**src/rtl/serial_bit_tx.sv**
```systemverilog
// Framed serial transmitter: start bit, data word, optional even parity, stop bits.
// One bit advances per enabled clock; the line idles low.
module serial_bit_tx #(
  parameter int unsigned DATA_W    = 8,
  parameter bit          MSB_FIRST = 1'b0,
  parameter bit          PARITY_EN = 1'b1,
  parameter int unsigned STOP_BITS = 1
) (
  input  logic              i_clk,
  input  logic              i_clr,
  input  logic              i_enable,
  input  logic              i_valid,
  input  logic [DATA_W-1:0] i_data,
  output logic              o_ready,
  output logic              o_q,
  output logic              o_busy,
  output logic              o_done
);

  localparam int unsigned DataCntW = $clog2(DATA_W + 1);
  // The same counter also times the stop bits, which need up to 3 bits.
  localparam int unsigned CntW     = (DataCntW > 3) ? DataCntW : 3;

  if (STOP_BITS < 1 || STOP_BITS > 4) begin : g_stop_bits_check
    $error("serial_bit_tx: STOP_BITS must be in 1..4, got %0d", STOP_BITS);
  end

  typedef enum logic [2:0] {
    StIdle,
    StStart,
    StData,
    StParity,
    StStop
  } state_e;

  state_e            state_q, state_d;
  logic [DATA_W-1:0] shift_q, shift_d;
  logic [CntW-1:0]   cnt_q, cnt_d;
  logic              par_q, par_d;
  logic              q_q, q_d;
  logic              busy_q, busy_d;
  logic              done_q, done_d;

  logic              next_bit;
  logic [DATA_W-1:0] shift_adv;

  // The next data bit to send always sits at the outgoing end of the shift register.
  assign next_bit  = MSB_FIRST ? shift_q[DATA_W-1] : shift_q[0];
  assign shift_adv = MSB_FIRST ? (shift_q << 1) : (shift_q >> 1);

  assign o_ready = (state_q == StIdle) & i_enable & ~i_clr;

  always_comb begin
    state_d = state_q;
    shift_d = shift_q;
    cnt_d   = cnt_q;
    par_d   = par_q;
    q_d     = q_q;
    busy_d  = busy_q;
    done_d  = 1'b0;

    case (state_q)
      StIdle: begin
        if (i_valid && o_ready) begin
          state_d = StStart;
          shift_d = i_data;
          par_d   = ^i_data;
          cnt_d   = '0;
          q_d     = 1'b1;
          busy_d  = 1'b1;
        end
      end
      StStart: begin
        if (i_enable) begin
          state_d = StData;
          q_d     = next_bit;
          shift_d = shift_adv;
          cnt_d   = CntW'(1);
        end
      end
      StData: begin
        if (i_enable) begin
          if (cnt_q == CntW'(DATA_W)) begin
            if (PARITY_EN) begin
              state_d = StParity;
              q_d     = par_q;
            end else begin
              state_d = StStop;
              q_d     = 1'b0;
              cnt_d   = CntW'(1);
            end
          end else begin
            q_d     = next_bit;
            shift_d = shift_adv;
            cnt_d   = cnt_q + CntW'(1);
          end
        end
      end
      StParity: begin
        if (i_enable) begin
          state_d = StStop;
          q_d     = 1'b0;
          cnt_d   = CntW'(1);
        end
      end
      StStop: begin
        if (i_enable) begin
          if (cnt_q == CntW'(STOP_BITS)) begin
            state_d = StIdle;
            q_d     = 1'b0;
            busy_d  = 1'b0;
            done_d  = 1'b1;
            cnt_d   = '0;
          end else begin
            cnt_d = cnt_q + CntW'(1);
          end
        end
      end
      default: begin
        state_d = StIdle;
        q_d     = 1'b0;
        busy_d  = 1'b0;
      end
    endcase
  end

  always_ff @(posedge i_clk or posedge i_clr) begin
    if (i_clr) begin
      state_q <= StIdle;
      shift_q <= '0;
      cnt_q   <= '0;
      par_q   <= 1'b0;
      q_q     <= 1'b0;
      busy_q  <= 1'b0;
      done_q  <= 1'b0;
    end else begin
      state_q <= state_d;
      shift_q <= shift_d;
      cnt_q   <= cnt_d;
      par_q   <= par_d;
      q_q     <= q_d;
      busy_q  <= busy_d;
      done_q  <= done_d;
    end
  end

  assign o_q    = q_q;
  assign o_busy = busy_q;
  assign o_done = done_q;

endmodule

```
**config.mk**
```make
export PLATFORM = sky130hd
export DESIGN_NAME = serial_bit_tx
export DESIGN_NICKNAME = d
export VERILOG_FILES = /design/src/rtl/serial_bit_tx.sv
export SDC_FILE = /design/constraint.sdc
export NUM_CORES = 1
export LEC_CHECK = 0
export BUFFER_PORTS_ARGS = -buffer_cell sky130_fd_sc_hd__buf_2
export CAP_MARGIN = 20
export CORE_MARGIN = 2
export CORE_UTILIZATION = 56
export CTS_CLUSTER_DIAMETER = 150
export DETAILED_ROUTE_END_ITERATION = 8
export GPL_TIMING_DRIVEN = 0
export PLACE_DENSITY = 0.78
export SLEW_MARGIN = 20
export SYNTH_ARGS = -nofsm -noshare
export SYNTH_HDL_FRONTEND = slang
export SYNTH_SLANG_ARGS = --single-unit
```
**constraint.sdc**
```tcl
create_clock -name i_clk -period 2.8 [get_ports i_clk]
set_clock_uncertainty 0.2 [all_clocks]
set_input_delay 0.28 -clock i_clk [delete_from_list [all_inputs] [get_ports i_clk]]
set_output_delay 0.28 -clock i_clk [all_outputs]
set_load 0.05 [all_outputs]
```
==> results.rst <==
.. list-table::
   :header-rows: 1

   * - Metric
     - Value
   * - Antenna viol nets, final
     - 0
   * - CTS root buf
     - clkbuf_4
   * - Pre-Repair DR Iteration Count
     - 4
   * - Core area
     - 2150 sq um
   * - Antenna violations before repair
     - 0
   * - Sequential standard cell area
     - 475 sq um
   * - PortBufs
     - 15
   * - Max-cap violations
     - 0
   * - Die Y-Extent
     - 51.0 microns
   * - Area of the multi-input gates
     - 719 sq um
   * - Crit path max fanout
     - 5
   * - Most used cells in the layout excluding fill and tap cells
     - buf_2 (20), dfrtp_1 (19), mux2_1 (11)
   * - First DRT Iteration DRCs
     - 14
   * - Power density over the cells
     - 1050 nW/um^2
   * - Fraction of synthesized cell area taken by the top area cell type
     - 38.4%
   * - Via count of the first global-routing pass
     - 899
   * - Post-layout total power
     - 1.45 mW
   * - Critical path start-end classification
     - reg2reg
   * - Fill cell total of the finished layout
     - 183
   * - First-pass GRT wire length
     - 3860 microns
   * - Yosys synthesis warning count
     - 0
   * - Most common cell after layout, fill and taps aside
     - buf_2
   * - Total number of H-tree levels
     - 1
   * - Met1 Resource Use GR
     - 25.9%
   * - Crit path capture type
     - register
   * - Sum of routed wire length over all layers
     - 2240 microns
   * - Startpoint kind of the worst setup timing path
     - register
   * - Placement-stage cell area
     - 1350 sq um
   * - Run status
     - finished, final reports clean
   * - Die width
     - 51.0 microns
   * - Minimum clock period after layout
     - 2.23 ns
   * - DR vias/cell
     - 5.67
   * - Hold WC Path Type
     - in2reg
   * - Part of the Yosys area used for sequential elements
     - 38.4%
   * - Hold Path Depth
     - 3
   * - Cts bufs inserted
     - 3
   * - Flop and latch count out of synthesis
     - 19
   * - Initial cell density of the core
     - 57.7%
   * - Proportion of layout cells with a drive suffix above 1
     - 28.5%
   * - Leakage component of the power
     - 0.625 nW
   * - Num ports
     - 16
   * - Die area
     - 2600 sq um
   * - Final nets
     - 153
   * - Cell Area, Synth
     - 1240 sq um
   * - Final worst hold slack
     - 0.0865 ns
   * - # DRC
     - 0
   * - DR vias
     - 936
   * - Total placed cells including tap cells
     - 160
   * - Residual overflow from global routing
     - 0
   * - Longest Clk Path Bufs
     - 2
   * - Average cell area after synthesis
     - 10.6 sq um
   * - Area of all placed cells without fillers
     - 1390 sq um
   * - ANT cells
     - 0
   * - Highest attainable clock frequency
     - 448 MHz
   * - Clock slew seen by the registers of the worst setup and hold paths
     - 0.10 ns
   * - Unrepaired setup endpoints after global routing
     - no
   * - Layout overhead on the synthesized area
     - 11.8%
   * - Global placer's final weighted congestion
     - 0.854
   * - Post-synth cell types
     - 42
   * - Worst slew pin tran
     - 0.723 ns
   * - Number of cells produced by synthesis
     - 117
   * - Total GRT Usage
     - 19.8%
   * - Clock network latency to the later pin of the worst-skew pair
     - 0.30 ns
   * - Reg2Reg Setup Slack
     - 0.57 ns
   * - Setup TNS after final layout
     - 0 ns
   * - Critical Path RT
     - 2.79 ns
   * - Maximum resistive drop on vdd
     - 0.493 mV
   * - Met3 routing resource usage after global routing
     - 3.51%
   * - Post-DP HPWL
     - 1730 microns
   * - Headroom to the max-slew limit
     - 51.8%
   * - Period utilisation layout
     - 79.8%
   * - Clock sink count
     - 19
   * - Synthesized Nets
     - 132
   * - TritonCTS clock tree
     - built
   * - Most congested layer reported by global routing
     - met2
   * - Met2 layer usage reported by global route
     - 32.3%
   * - Count of standard-cell rows
     - 17
   * - Count of endpoints failing setup in the final report
     - 0
   * - Routed length per instance
     - 13.6 microns
   * - Cell taking the most area after synthesis
     - dfrtp_1
   * - Arrival time of data at the critical path endpoint
     - 2.23 ns
   * - Number of standard cells in the layout, taps in and fillers out
     - 165
   * - Ranking of synthesized cells by area
     - dfrtp_1 (38%), mux2_1 (10%), mux2_2 (6.4%)
   * - Pin count of the biggest net entering global routing
     - 20
   * - FF-to-FF path depth
     - 6
   * - Max-slew violation total from the final report
     - 0
   * - Number of failing hold endpoints at the final stage
     - 0
## sequential cells by signal (all words and copies together), names as in the netlist
register,flops
shift_q,8
o_q,1
par_q,1
o_done,1
o_busy,1
state_q,3
cnt_q,4
## synthesized netlist by cell type (all sizes together)
cell      n
xnor2     7
a32o      2
nand3b    2
o211ai    3
a21o      2
mux2     19
nand2     4
o22ai     2
o31ai     1
and2      2
o2bb2ai   1
ha        3
nor4bb    1
or3       1
nor3      1
a32oi     1
nor3b     1
nor2b     6
nor4      1
o21bai    1
xor2      1
nor2      6
nand2b    2
o21ai     3
nand3     3
or3b      1
nand4     2
inv       5
a21oi     3
a211oi    2
mux2i     1
dfrtp    19
and3      2
a22o      1
buf       5
## metrics by stage
| step | worst slack (ns) | util [%] |
|---|---|---|
| finish | 0.567 | 64.5 |
| global placement | 0.635 | 62.8 |
| detailed placement | 0.590 | 62.8 |
| floorplan | 0.373 | - |
| CTS | 0.574 | 64.5 |
| global route | 0.482 | 64.5 |
## critical path, cell delays in order, from the launching register on
cell and delay, ns:
dfrtp_1 0.41, inv_1 0.11, ha_1 0.15, or3b_4 0.40
and3_4 0.19, a211oi_2 0.31, mux2_1 0.35
## what timing repair did
item / in CTS / in global routing
buffers inserted: 0 / 0
hold buffers: 1 / 0
gates resized for setup: 0 / 0
endpoints found under the hold margin: 19 / 0
setup endpoints to repair: 0 / 0
## where the power goes
group          internal (mW)  switching [mW]
Combinational          0.405           0.452
Clock                 0.0556          0.0834
Sequential             0.390          0.0689
## cells by family (layout without fill, tap and decap cells)
family	count (synthesis)	after routing	share of synthesized area, %
AND/OR/NAND/NOR	35	35	17.7
multiplexers	20	20	18.4
XOR/XNOR	8	8	5.66
flip-flops	19	19	38.4
AO/OA/AOI/OAI	22	22	13.3
adder cells (fa/ha/maj)	3	3	3.03
buffers and inverters	10	30	3.54
## final timing paths
path,start,to
max in group asynchronous,i_clr,cnt_q[2]$_DFFE_PP0P_
min in group asynchronous,i_clr,o_busy$_DFFE_PP0P_
worst max-delay path,cnt_q[1]$_DFFE_PP0P_,state_q[2]$_DFFE_PP0P_
worst min register to register,shift_q[6]$_DFFE_PP0P_,shift_q[6]$_DFFE_PP0P_
worst min-delay path,i_valid,o_busy$_DFFE_PP0P_
worst max register to register,cnt_q[1]$_DFFE_PP0P_,state_q[2]$_DFFE_PP0P_
## layer usage
| metal | share of wire [%] | vias to the layer above |
|---|---|---|
| li1 | - | 466 |
| met1 | 48 | 444 |
| met5 | 0 | - |
| met2 | 45 | 19 |
| met4 | 2.4 | 0 |
| met3 | 3.9 | 7 |
## final cells by class
class                   count  share of cell area [%]
flip-flops and latches     19                    34.3
clock buffers               4                    1.90
inverters                   5                    1.36
repair buffers             16                    6.14
multi-input cells          88                    51.9
well taps                  28                    2.53
plain buffers               5                    1.81
Note: power is estimated with default switching activity, not from simulation.
